<file path="config.mk">
export PLATFORM = sky130hd
export DESIGN_NAME = byte_serial_alu_sequencer_flat
export DESIGN_NICKNAME = d
export VERILOG_FILES = /design/src/rtl/alu_pkg.sv /design/src/rtl/byte_serial_alu_sequencer_if.sv /design/src/rtl/bit8_look_ahead_carry_adder.sv /design/src/rtl/byte_serial_alu_sequencer.sv /design/src/flat_wrapper.sv
export SDC_FILE = /design/constraint.sdc
export NUM_CORES = 1
export LEC_CHECK = 0
export ABC_AREA = 1
export CAP_MARGIN = 20
export CORE_MARGIN = 2
export CORE_UTILIZATION = 53
export CTS_BUF_LIST = sky130_fd_sc_hd__clkbuf_4 sky130_fd_sc_hd__clkbuf_8 sky130_fd_sc_hd__clkbuf_16
export CTS_CLUSTER_SIZE = 20
export DETAILED_ROUTE_END_ITERATION = 8
export PLACE_DENSITY = 0.81
export SLEW_MARGIN = 15
export SYNTH_ARGS = -nofsm -noshare
export SYNTH_HDL_FRONTEND = slang
export SYNTH_SLANG_ARGS = --single-unit
</file>
<file path="constraint.sdc">
create_clock -name clk -period 3.1 [get_ports clk]
set_input_delay 0.465 -clock clk [delete_from_list [all_inputs] [get_ports clk]]
set_output_delay 0.465 -clock clk [all_outputs]
set_load 0.005 [all_outputs]
</file>
<file path="src/rtl/alu_pkg.sv">
// Shared definitions for the byte-serial ALU sequencer.
//   SLICE_W : width of the reused adder slice (one byte)
//   op_e    : operation codes carried on op_in (reserved codes execute as ADD)
//   state_e : sequencer FSM encodings
package alu_pkg;

  localparam int SLICE_W = 8;

  typedef enum logic [2:0] {
    OP_ADD = 3'd0,
    OP_SUB = 3'd1,
    OP_AND = 3'd2,
    OP_OR  = 3'd3,
    OP_XOR = 3'd4
  } op_e;

  typedef enum logic [1:0] {
    IDLE = 2'd0,
    RUN  = 2'd1,
    DONE = 2'd2
  } state_e;

endpackage

</file>
<file path="src/rtl/byte_serial_alu_sequencer_if.sv">
// Request/result bundle of the byte-serial ALU.
//   master : issue side (drives request, consumes result)
//   slave  : the ALU sequencer
// Request : in_valid/in_ready handshake with op_in, A_in, B_in.
// Result  : out_valid/out_ready handshake with R_out and C/V/Z/N flags.
// busy_out reports that the sequencer is not idle.
interface byte_serial_alu_sequencer_if
  import alu_pkg::*;
#(
  parameter int NUM_BYTES = 4
);
  localparam int W = SLICE_W * NUM_BYTES;

  logic         in_valid;
  logic         in_ready;
  logic [2:0]   op_in;
  logic [W-1:0] A_in;
  logic [W-1:0] B_in;
  logic         out_valid;
  logic         out_ready;
  logic [W-1:0] R_out;
  logic         C_out;
  logic         V_out;
  logic         Z_out;
  logic         N_out;
  logic         busy_out;

  modport master (
    output in_valid, op_in, A_in, B_in, out_ready,
    input  in_ready, out_valid, R_out, C_out, V_out, Z_out, N_out, busy_out
  );

  modport slave (
    input  in_valid, op_in, A_in, B_in, out_ready,
    output in_ready, out_valid, R_out, C_out, V_out, Z_out, N_out, busy_out
  );

endinterface

</file>
<file path="src/rtl/bit8_look_ahead_carry_adder.sv">
// One byte slice: carry-lookahead adder plus bitwise AND/OR/XOR outputs.
//   A_in, B_in : byte operands
//   C_in       : carry into bit 0
//   S_out      : A + B + C_in (low byte)
//   C_out      : carry out of bit 7
//   AND_out, OR_out, XOR_out : bitwise results
module bit8_look_ahead_carry_adder
  import alu_pkg::*;
(
  input  logic [SLICE_W-1:0] A_in,
  input  logic [SLICE_W-1:0] B_in,
  input  logic               C_in,
  output logic [SLICE_W-1:0] S_out,
  output logic               C_out,
  output logic [SLICE_W-1:0] AND_out,
  output logic [SLICE_W-1:0] OR_out,
  output logic [SLICE_W-1:0] XOR_out
);

  logic [SLICE_W-1:0] g;
  logic [SLICE_W-1:0] p;
  logic [SLICE_W:0]   c;

  assign g = A_in & B_in;
  assign p = A_in ^ B_in;

  // Each carry is a flat sum of generate terms gated by the propagate chain
  // below it, so no carry depends on a lower computed carry.
  always_comb begin
    logic run_p;
    run_p = 1'b0;
    c     = '0;
    c[0]  = C_in;
    for (int i = 0; i < SLICE_W; i++) begin
      c[i+1] = g[i];
      run_p  = p[i];
      for (int j = i - 1; j >= 0; j--) begin
        c[i+1] = c[i+1] | (run_p & g[j]);
        run_p  = run_p & p[j];
      end
      c[i+1] = c[i+1] | (run_p & C_in);
    end
  end

  genvar gi;
  generate
    for (gi = 0; gi < SLICE_W; gi++) begin : g_sum
      assign S_out[gi] = p[gi] ^ c[gi];
    end
  endgenerate

  assign C_out   = c[SLICE_W];
  assign AND_out = g;
  assign OR_out  = A_in | B_in;
  assign XOR_out = p;

endmodule

</file>
<file path="src/rtl/byte_serial_alu_sequencer.sv">
// Multi-cycle ALU that runs a W-bit ADD/SUB/AND/OR/XOR through a single
// byte slice, least significant byte first, chaining the carry in a register.
//   clk  : rising-edge clock
//   rst  : synchronous active-high reset
//   bus  : request/result interface (slave modport)
// out_valid rises NUM_BYTES cycles after a request is accepted and the
// result/flags are held until out_ready.
module byte_serial_alu_sequencer
  import alu_pkg::*;
#(
  parameter int NUM_BYTES = 4
)(
  input  logic                        clk,
  input  logic                        rst,
  byte_serial_alu_sequencer_if.slave  bus
);

  localparam int W     = SLICE_W * NUM_BYTES;
  localparam int IDX_W = (NUM_BYTES > 1) ? $clog2(NUM_BYTES) : 1;

  state_e             state_reg;
  logic [IDX_W-1:0]   idx_reg;
  logic               carry_reg;
  logic [2:0]         op_reg;
  logic [W-1:0]       a_reg;
  logic [W-1:0]       b_reg;     // already inverted for SUB
  logic [W-1:0]       r_reg;
  logic               c_flag_reg;
  logic               v_flag_reg;
  logic               z_flag_reg;
  logic               n_flag_reg;
  logic               out_valid_reg;

  logic [SLICE_W-1:0] a_bytes [NUM_BYTES];
  logic [SLICE_W-1:0] b_bytes [NUM_BYTES];
  logic [SLICE_W-1:0] sum_byte, and_byte, or_byte, xor_byte, res_byte;
  logic               slice_c;
  logic [W-1:0]       r_next;    // r_reg with the current byte merged in
  logic               is_logic;
  logic               last_byte;

  genvar gi;
  generate
    for (gi = 0; gi < NUM_BYTES; gi++) begin : g_bytes
      assign a_bytes[gi] = a_reg[gi*SLICE_W +: SLICE_W];
      assign b_bytes[gi] = b_reg[gi*SLICE_W +: SLICE_W];
      assign r_next[gi*SLICE_W +: SLICE_W] =
        (idx_reg == IDX_W'(gi)) ? res_byte : r_reg[gi*SLICE_W +: SLICE_W];
    end
  endgenerate

  bit8_look_ahead_carry_adder u_slice (
    .A_in    (a_bytes[idx_reg]),
    .B_in    (b_bytes[idx_reg]),
    .C_in    (carry_reg),
    .S_out   (sum_byte),
    .C_out   (slice_c),
    .AND_out (and_byte),
    .OR_out  (or_byte),
    .XOR_out (xor_byte)
  );

  assign is_logic  = (op_reg == OP_AND) || (op_reg == OP_OR) || (op_reg == OP_XOR);
  assign last_byte = (idx_reg == IDX_W'(NUM_BYTES - 1));

  // Reserved opcodes fall through to the adder result.
  always_comb begin
    res_byte = sum_byte;
    case (op_reg)
      OP_AND:  res_byte = and_byte;
      OP_OR:   res_byte = or_byte;
      OP_XOR:  res_byte = xor_byte;
      default: res_byte = sum_byte;
    endcase
  end

  always_ff @(posedge clk) begin
    if (rst) begin
      state_reg     <= IDLE;
      idx_reg       <= '0;
      carry_reg     <= 1'b0;
      op_reg        <= 3'd0;
      a_reg         <= '0;
      b_reg         <= '0;
      r_reg         <= '0;
      c_flag_reg    <= 1'b0;
      v_flag_reg    <= 1'b0;
      z_flag_reg    <= 1'b0;
      n_flag_reg    <= 1'b0;
      out_valid_reg <= 1'b0;
    end else begin
      case (state_reg)
        IDLE: begin
          if (bus.in_valid) begin
            a_reg     <= bus.A_in;
            op_reg    <= bus.op_in;
            // SUB is A + ~B + 1: invert B here, inject the +1 as carry-in.
            b_reg     <= (bus.op_in == OP_SUB) ? ~bus.B_in : bus.B_in;
            carry_reg <= (bus.op_in == OP_SUB);
            idx_reg   <= '0;
            state_reg <= RUN;
          end
        end
        RUN: begin
          r_reg     <= r_next;
          carry_reg <= slice_c;
          idx_reg   <= idx_reg + 1'b1;
          if (last_byte) begin
            state_reg     <= DONE;
            out_valid_reg <= 1'b1;
            c_flag_reg    <= is_logic ? 1'b0 : slice_c;
            v_flag_reg    <= is_logic ? 1'b0 :
                             ((a_reg[W-1] == b_reg[W-1]) && (r_next[W-1] != a_reg[W-1]));
            z_flag_reg    <= (r_next == '0);
            n_flag_reg    <= r_next[W-1];
          end
        end
        DONE: begin
          if (bus.out_ready) begin
            out_valid_reg <= 1'b0;
            state_reg     <= IDLE;
          end
        end
        default: state_reg <= IDLE;
      endcase
    end
  end

  assign bus.in_ready  = (state_reg == IDLE) && !rst;
  assign bus.busy_out  = (state_reg != IDLE);
  assign bus.out_valid = out_valid_reg;
  assign bus.R_out     = r_reg;
  assign bus.C_out     = c_flag_reg;
  assign bus.V_out     = v_flag_reg;
  assign bus.Z_out     = z_flag_reg;
  assign bus.N_out     = n_flag_reg;

endmodule

</file>
<file path="src/flat_wrapper.sv">
// flat-port wrapper written by rule: the top's interface ports become plain ports
module byte_serial_alu_sequencer_flat import alu_pkg::*;
#(
  parameter int NUM_BYTES = 4
)
  (clk, rst, bus_in_valid, bus_op_in, bus_A_in, bus_B_in, bus_out_ready, bus_in_ready, bus_out_valid, bus_R_out, bus_C_out, bus_V_out, bus_Z_out, bus_N_out, bus_busy_out);
  byte_serial_alu_sequencer_if #(.NUM_BYTES(NUM_BYTES)) bus_i ();
  input  logic clk;
  input  logic rst;
  input wire logic [$bits(bus_i.in_valid)-1:0] bus_in_valid;
  input wire logic [$bits(bus_i.op_in)-1:0] bus_op_in;
  input wire logic [$bits(bus_i.A_in)-1:0] bus_A_in;
  input wire logic [$bits(bus_i.B_in)-1:0] bus_B_in;
  input wire logic [$bits(bus_i.out_ready)-1:0] bus_out_ready;
  output wire logic [$bits(bus_i.in_ready)-1:0] bus_in_ready;
  output wire logic [$bits(bus_i.out_valid)-1:0] bus_out_valid;
  output wire logic [$bits(bus_i.R_out)-1:0] bus_R_out;
  output wire logic [$bits(bus_i.C_out)-1:0] bus_C_out;
  output wire logic [$bits(bus_i.V_out)-1:0] bus_V_out;
  output wire logic [$bits(bus_i.Z_out)-1:0] bus_Z_out;
  output wire logic [$bits(bus_i.N_out)-1:0] bus_N_out;
  output wire logic [$bits(bus_i.busy_out)-1:0] bus_busy_out;
  assign bus_i.in_valid = bus_in_valid;
  assign bus_i.op_in = bus_op_in;
  assign bus_i.A_in = bus_A_in;
  assign bus_i.B_in = bus_B_in;
  assign bus_i.out_ready = bus_out_ready;
  assign bus_in_ready = bus_i.in_ready;
  assign bus_out_valid = bus_i.out_valid;
  assign bus_R_out = bus_i.R_out;
  assign bus_C_out = bus_i.C_out;
  assign bus_V_out = bus_i.V_out;
  assign bus_Z_out = bus_i.Z_out;
  assign bus_N_out = bus_i.N_out;
  assign bus_busy_out = bus_i.busy_out;
  byte_serial_alu_sequencer #(.NUM_BYTES(NUM_BYTES)) u_core (.clk(clk), .rst(rst), .bus(bus_i));
endmodule
</file>
== Word-level counts from Yosys, hierarchy flattened ==
Index checks and enable logic that the tools add are counted.

* Reduce and logical (&&, ||, !) cells: 16
* Add/sub/neg operators: 1
* Mux-type cells: 25
* Bitwise operators: 113
* Eq/ne operators: 14
* Magnitude comparators: 1

{| class="wikitable"
|+ Operators by type and width
! operator !! count
|-
| $and A1 B1 Y1 || 64
|-
| $mux W8 || 8
|-
| $or A1 B1 Y1 || 36
|-
| $bmux W8 S2 || 2
|-
| $logic_not A32 Y1 || 1
|-
| $mux W32 || 1
|-
| $not A32 Y32 || 1
|-
| $pmux W8 S3 || 1
|-
| $and A8 B8 Y8 || 1
|-
| $mux W2 || 4
|-
| $or A8 B8 Y8 || 1
|-
| $xor A1 B1 Y1 || 8
|-
| $xor A8 B8 Y8 || 1
|-
| $eq A2 B2 Y1 const B || 3
|-
| $eq A3 B2 Y1 const B || 2
|-
| $pmux W2 S3 || 1
|-
| $reduce_and A2 Y1 || 3
|-
| $reduce_and A3 Y1 || 2
|-
| $reduce_bool A2 Y1 || 3
|-
| $mux W1 || 5
|-
| $eq A2 B1 Y1 const B || 2
|-
| $logic_not A2 Y1 || 2
|-
| $ne A2 B2 Y1 const B || 2
|-
| $pmux W1 S2 || 2
|-
| 12 further kinds || 14
|}

* Flip-flop bits (word level): 109
* Input port bits: 71
* Logic and storage cells: 182

== Logic depth before layout (Yosys ltp) ==
Gate-level depths: netlist of run 1.

* Word-level depth: 19
* Mapped depth: 24
* Gate-level depth less buffers: 21

== Hierarchy ==
Synthesis of run 1 repeated with hierarchy kept, for this count alone.

* Cell total of the unflattened synthesis: 875
* Area total of the unflattened synthesis: 6085.8 um2

{| class="wikitable"
|+ Modules (own cells, without submodules)
! module !! cells each !! times used !! sequential area each (um2) !! area each (um2)
|-
| byte_serial_alu_sequencer || 745 || 1 || 2182.1 || 5343.9
|-
| bit8_look_ahead_carry_adder || 130 || 1 || 0.0 || 742.0
|}

== Least setup slack after synthesis of run 1 ==
No wires, ideal clock.

* Path kind: register to register
* Start: register u_core.idx_reg[0]
* End: register u_core.z_flag_reg (netlist: u_core.bus.Z_out)
* Data arrival time: 2.661 ns
* Path slack: 0.375 ns
* Data required time: 3.036 ns
* Period minus slack after synthesis: 2.725 ns
* Setup time: 0.064 ns
* Buffers on the path: 2
* Stages on the path, launching flop included: 23
* Cell sequence: dfxtp_1 > clkbuf_1 > clkinv_1 > buf_1 > nand2_1 > a32oi_1 > inv_1 > ha_1 > nand2_1 > nand2_1 > nor2_1 > nand2_1 > nand2_1 > nand3_2 > nand3_1 > nand2_1 > nor2_1 > nand2_1 > nor2_1 > nand3_1 > nor2_1 > nor2_1 > nor2_1

* Longest elaborated chain between the ends: 17

{| class="wikitable"
|+ RTL lines
! element !! line !! RTL
|-
| start, declared || byte_serial_alu_sequencer.sv:22 || <nowiki>logic [IDX_W-1:0] idx_reg;</nowiki>
|-
| start signal, assigned || byte_serial_alu_sequencer.sv:107 || <nowiki>idx_reg <= idx_reg + 1'b1;</nowiki>
|-
| $not A2 Y3 (implied by the code) || byte_serial_alu_sequencer.sv:53, byte_serial_alu_sequencer.sv:54 ||
|-
| $bmux W8 S2, on equally long branches || byte_serial_alu_sequencer.sv:53, byte_serial_alu_sequencer.sv:54 ||
|-
| $mux W8, on equally long branches (2 in series) || byte_serial_alu_sequencer.sv:53, byte_serial_alu_sequencer.sv:54 ||
|-
| $xor A8 B8 Y8 / $and A8 B8 Y8 (equally long branches) || bit8_look_ahead_carry_adder.sv:25, bit8_look_ahead_carry_adder.sv:24 ||
|-
| $and A1 B1 Y1, on equally long branches || bit8_look_ahead_carry_adder.sv:38, bit8_look_ahead_carry_adder.sv:39 ||
|-
| $or A1 B1 Y1, or another cell as far along (5 in series) || bit8_look_ahead_carry_adder.sv:38 || <nowiki>c[i+1] = c[i+1] | (run_p & g[j]);</nowiki>
|-
| $or A1 B1 Y1 / $and A1 B1 Y1 (equally long branches) || bit8_look_ahead_carry_adder.sv:38, bit8_look_ahead_carry_adder.sv:41 ||
|-
| $or A1 B1 Y1 || bit8_look_ahead_carry_adder.sv:41 || <nowiki>c[i+1] = c[i+1] | (run_p & C_in);</nowiki>
|-
| $xor A1 B1 Y1 || bit8_look_ahead_carry_adder.sv:48 || <nowiki>assign S_out[gi] = p[gi] ^ c[gi];</nowiki>
|-
| $pmux W8 S3 || byte_serial_alu_sequencer.sv:69 || <nowiki>case (op_reg)</nowiki>
|-
| $mux W8 || byte_serial_alu_sequencer.sv:48 || <nowiki>(idx_reg == IDX_W'(gi)) ? res_byte : r_reg[gi*SLICE_W +: SLICE_W];</nowiki>
|-
| $logic_not A32 Y1 || byte_serial_alu_sequencer.sv:114 || <nowiki>z_flag_reg <= (r_next == '0);</nowiki>
|-
| end signal, assigned || byte_serial_alu_sequencer.sv:114 ||
|-
| end, declared || byte_serial_alu_sequencer.sv:30 || <nowiki>logic z_flag_reg;</nowiki>
|}

Parallel ways exist; a longest one is shown, timed or not. The select of a mux whose other input is x is not followed.
A chain may end at the register's enable or synchronous reset.

== Worst setup path in the final report of run 1 ==
Same ends and word-level chain as after synthesis.

==> flow_summary.json, run 1 <==
{
  "max_freq_ghz": 0.3525,
  "yosysTopAreaCell": "dfxtp_1",
  "ir_worst_vdd_uv": 290.0,
  "port_buffers": 109,
  "root_buffer": "clkbuf_16",
  "wl_per_cell_um": 15.42,
  "avgSynthCellArea_um2": 6.947,
  "path_class": "flop to flop",
  "worstPathArrival_ps": 3130,
  "ys_warn_count": 0,
  "finalPower_uw": 3980,
  "ys_top_cells_by_count": "nand2_1 (157), nor2_1 (114), dfxtp_1 (109), o21ai_0 (95), a21oi_1 (76)",
  "vias": 6043,
  "track_usage_pct": 27.42,
  "grt_first_pass_wirelength_um": 27630,
  "ios": 110,
  "rows": 38,
  "end_kind": "flop",
  "syn_area_um2": 6010,
  "num_antenna_cells": 0,
  "start_util_pct": 54.95,
  "synth-edff-count": 0,
  "cp.required_ps": 3390,
  "fin_cells": 1099,
  "antenna_found_initial": 0,
  "grt_pass1_vias": 5569,
  "htree_levels": 3,
  "synth_flop_cell": "dfxtp_1",
  "firstDrtPassIters": 8,
  "finalCoreUtilization_pct": 71.22,
  "worstPathMaxFanout": 27,
  "min_path_type": "flop to flop",
  "setup_ws_ps": 263.5,
  "outcome": "complete, no violations",
  "hold_viol": 0,
  "multiInputGateArea_um2": 3512,
  "slew_violations": 0,
  "drtIter0Drc": 560,
  "drt_drc_violations_left": 0,
  "clk_pin_slew_ps": 80,
  "skew_ps": 11.09,
  "numClockSinks": 109,
  "leakagePower_uw": 0.003257,
  "start_kind": "flop",
  "core-area_um2": 10940,
  "synth.net_count": 958,
  "ant_nets": 0,
  "nets": 1047,
  "wirelength_um": 16950,
  "power.density_nw_per_um2": 510.9,
  "nFillCells": 932,
  "clk_latency_ps": 360,
  "die_height_um": 110.5,
  "post-place-ws_ps": 145.1,
  "drv_cap": 0,
  "stdcell_area_um2": 7789,
  "ys_async_sr_fraction_pct": 0,
  "synthToLayoutAreaGrowth_pct": 29.61,
  "yosysSeqAreaShare_pct": 36.31,
  "seqCellArea_um2": 2183,
  "cts_buffer_depth": 2,
  "setup-violations-final": 0,
  "finalCritPeriodShare_pct": 91.50,
  "dp_hpwl_um": 12120,
  "place_inst": 1082,
  "synth_cell_types": 40,
  "tightest_slew_ps": 582.7,
  "cts_tree": "built",
  "netlist_instances": 865,
  "dpl_cell_area_um2": 7276,
  "synth_top_cell_area_share_pct": 36.31,
  "ys_seq_elements": 109,
  "die_w_um": 110.5,
  "synth_most_common_cell": "nand2_1",
  "synth.area.top_cells": "dfxtp_1 (36%), nand2_1 (9.8%), o21ai_0 (7.9%), nor2_1 (7.1%), a21oi_1 (6.3%)",
  "vias_per_cell": 5.499,
  "grt_overflow_total": 0,
  "gp_congestion": 0.9392,
  "layout-drive-gt1-share_pct": 11.99,
  "cts_made_buffers": 9,
  "grt_max_degree": 89,
  "relSlewSlack_pct": 61.15,
  "dieArea_um2": 12210,
  "min_period_ps": 2836
}
-- layout make-up --
| cell class | count | area share (%) |
|---|---|---|
| tap | 140 | 2.249 |
| clock inverter | 6 | 0.8032 |
| inverter | 77 | 3.711 |
| clock buffer | 10 | 3.068 |
| sequential | 109 | 28.03 |
| multi-input combinational | 627 | 45.09 |
| timing repair buffer | 130 | 17.04 |
-- placed cells by master (no fill, tap or decap), types with 2 or more instances in the layout --
master	n
o21ai_0	95
nand3b_1	2
o211ai_1	6
nor2_1	113
a211oi_1	3
inv_1	65
nand2_2	10
a32oi_2	11
a21oi_1	76
inv_2	11
nor2_4	4
o21ai_1	3
ha_1	16
xnor2_1	32
ha_4	5
dfxtp_1	108
a31oi_1	4
nand2_1	155
nor2_2	7
o21ai_2	2
o22ai_1	4
a32oi_1	5
clkdlybuf4s50_1	109
or2_2	12
clkinv_4	2
clkbuf_16	10
inv_6	2
nand3_1	42
o21bai_1	2
nand3_2	6
buf_12	4
buf_4	14
-- worst paths after layout --
kind         cells after the start                            from  slack [ps]                       endpoint
max                             22  u_core.idx_reg[0]$_SDFFE_PP0P_         260  u_core.bus.Z_out$_SDFFE_PP0P_
min                              2   u_core.bus.C_out$_SDFFE_PP0P_         480  u_core.bus.C_out$_SDFFE_PP0P_
max reg2reg                     22  u_core.idx_reg[0]$_SDFFE_PP0P_         260  u_core.bus.Z_out$_SDFFE_PP0P_
min reg2reg                      2   u_core.bus.C_out$_SDFFE_PP0P_         480  u_core.bus.C_out$_SDFFE_PP0P_
-- report_power, final --
| part | internal [uW] | switching (uW) |
|---|---|---|
| combinational | 518 | 681 |
| clock | 590 | 590 |
| sequential | 1510 | 87.1 |
| total | 2620 | 1360 |
-- what timing repair did --
item	4_1_cts	5_1_grt
setup endpoints to repair	0	4
buffers inserted	0	0
resized for setup	0	33
hold buffers	0	0
-- stage by stage --
step | hold slack (ps) | setup TNS, ps
6_report | 484.1 | 0
5_1_grt | 505.4 | -31.63
4_1_cts | 482.0 | 0
3_5_place_dp | 461.2 | 0
3_3_place_gp | 458.2 | 0
2_1_floorplan | 455.3 | 0
-- worst max-delay path, cell delays in order, from the launching register on --
cell and delay (ps):
dfxtp_2 360, clkinv_1 90, buf_12 160, nand2_1 80, a32oi_2 280, inv_1 130, ha_4 340, nand2_1 70
nor2_1 80, nor2_1 60, nand2_1 60, nand2_1 70, nand3_1 80, nand2_2 140, nand2_1 110, nand2_1 60
nor2_1 110, nand2_1 70, nor2_1 120, nand3_1 80, nor2_1 110, nor2_1 40, nor2_1 60
-- per-layer routing --
metal | part of all wire (%) | up-vias | track usage [%]
met2 | 46 | 252 | 43.93
met4 | 1.2 | 0 | 7.167
met5 | 0 | - | 0
met3 | 7.5 | 20 | 4.281
li1 | - | 3003 | -
met1 | 45 | 2768 | 38.64
-- logic make-up after synthesis --
group	share of synthesized area, %
compound gates	20.49
xor+xnor	4.810
simple gates	25.46
buf+inv	8.224
flops	36.31
fa+ha+maj	4.705
(Power assumes the default switching activity.)
==> run 2: changes to the inputs <==
Settings changed: SLEW_MARGIN 15 to 20.
==> results of run 2 <==
The final DEF is identical to that of run 1; final timing and power are the same.
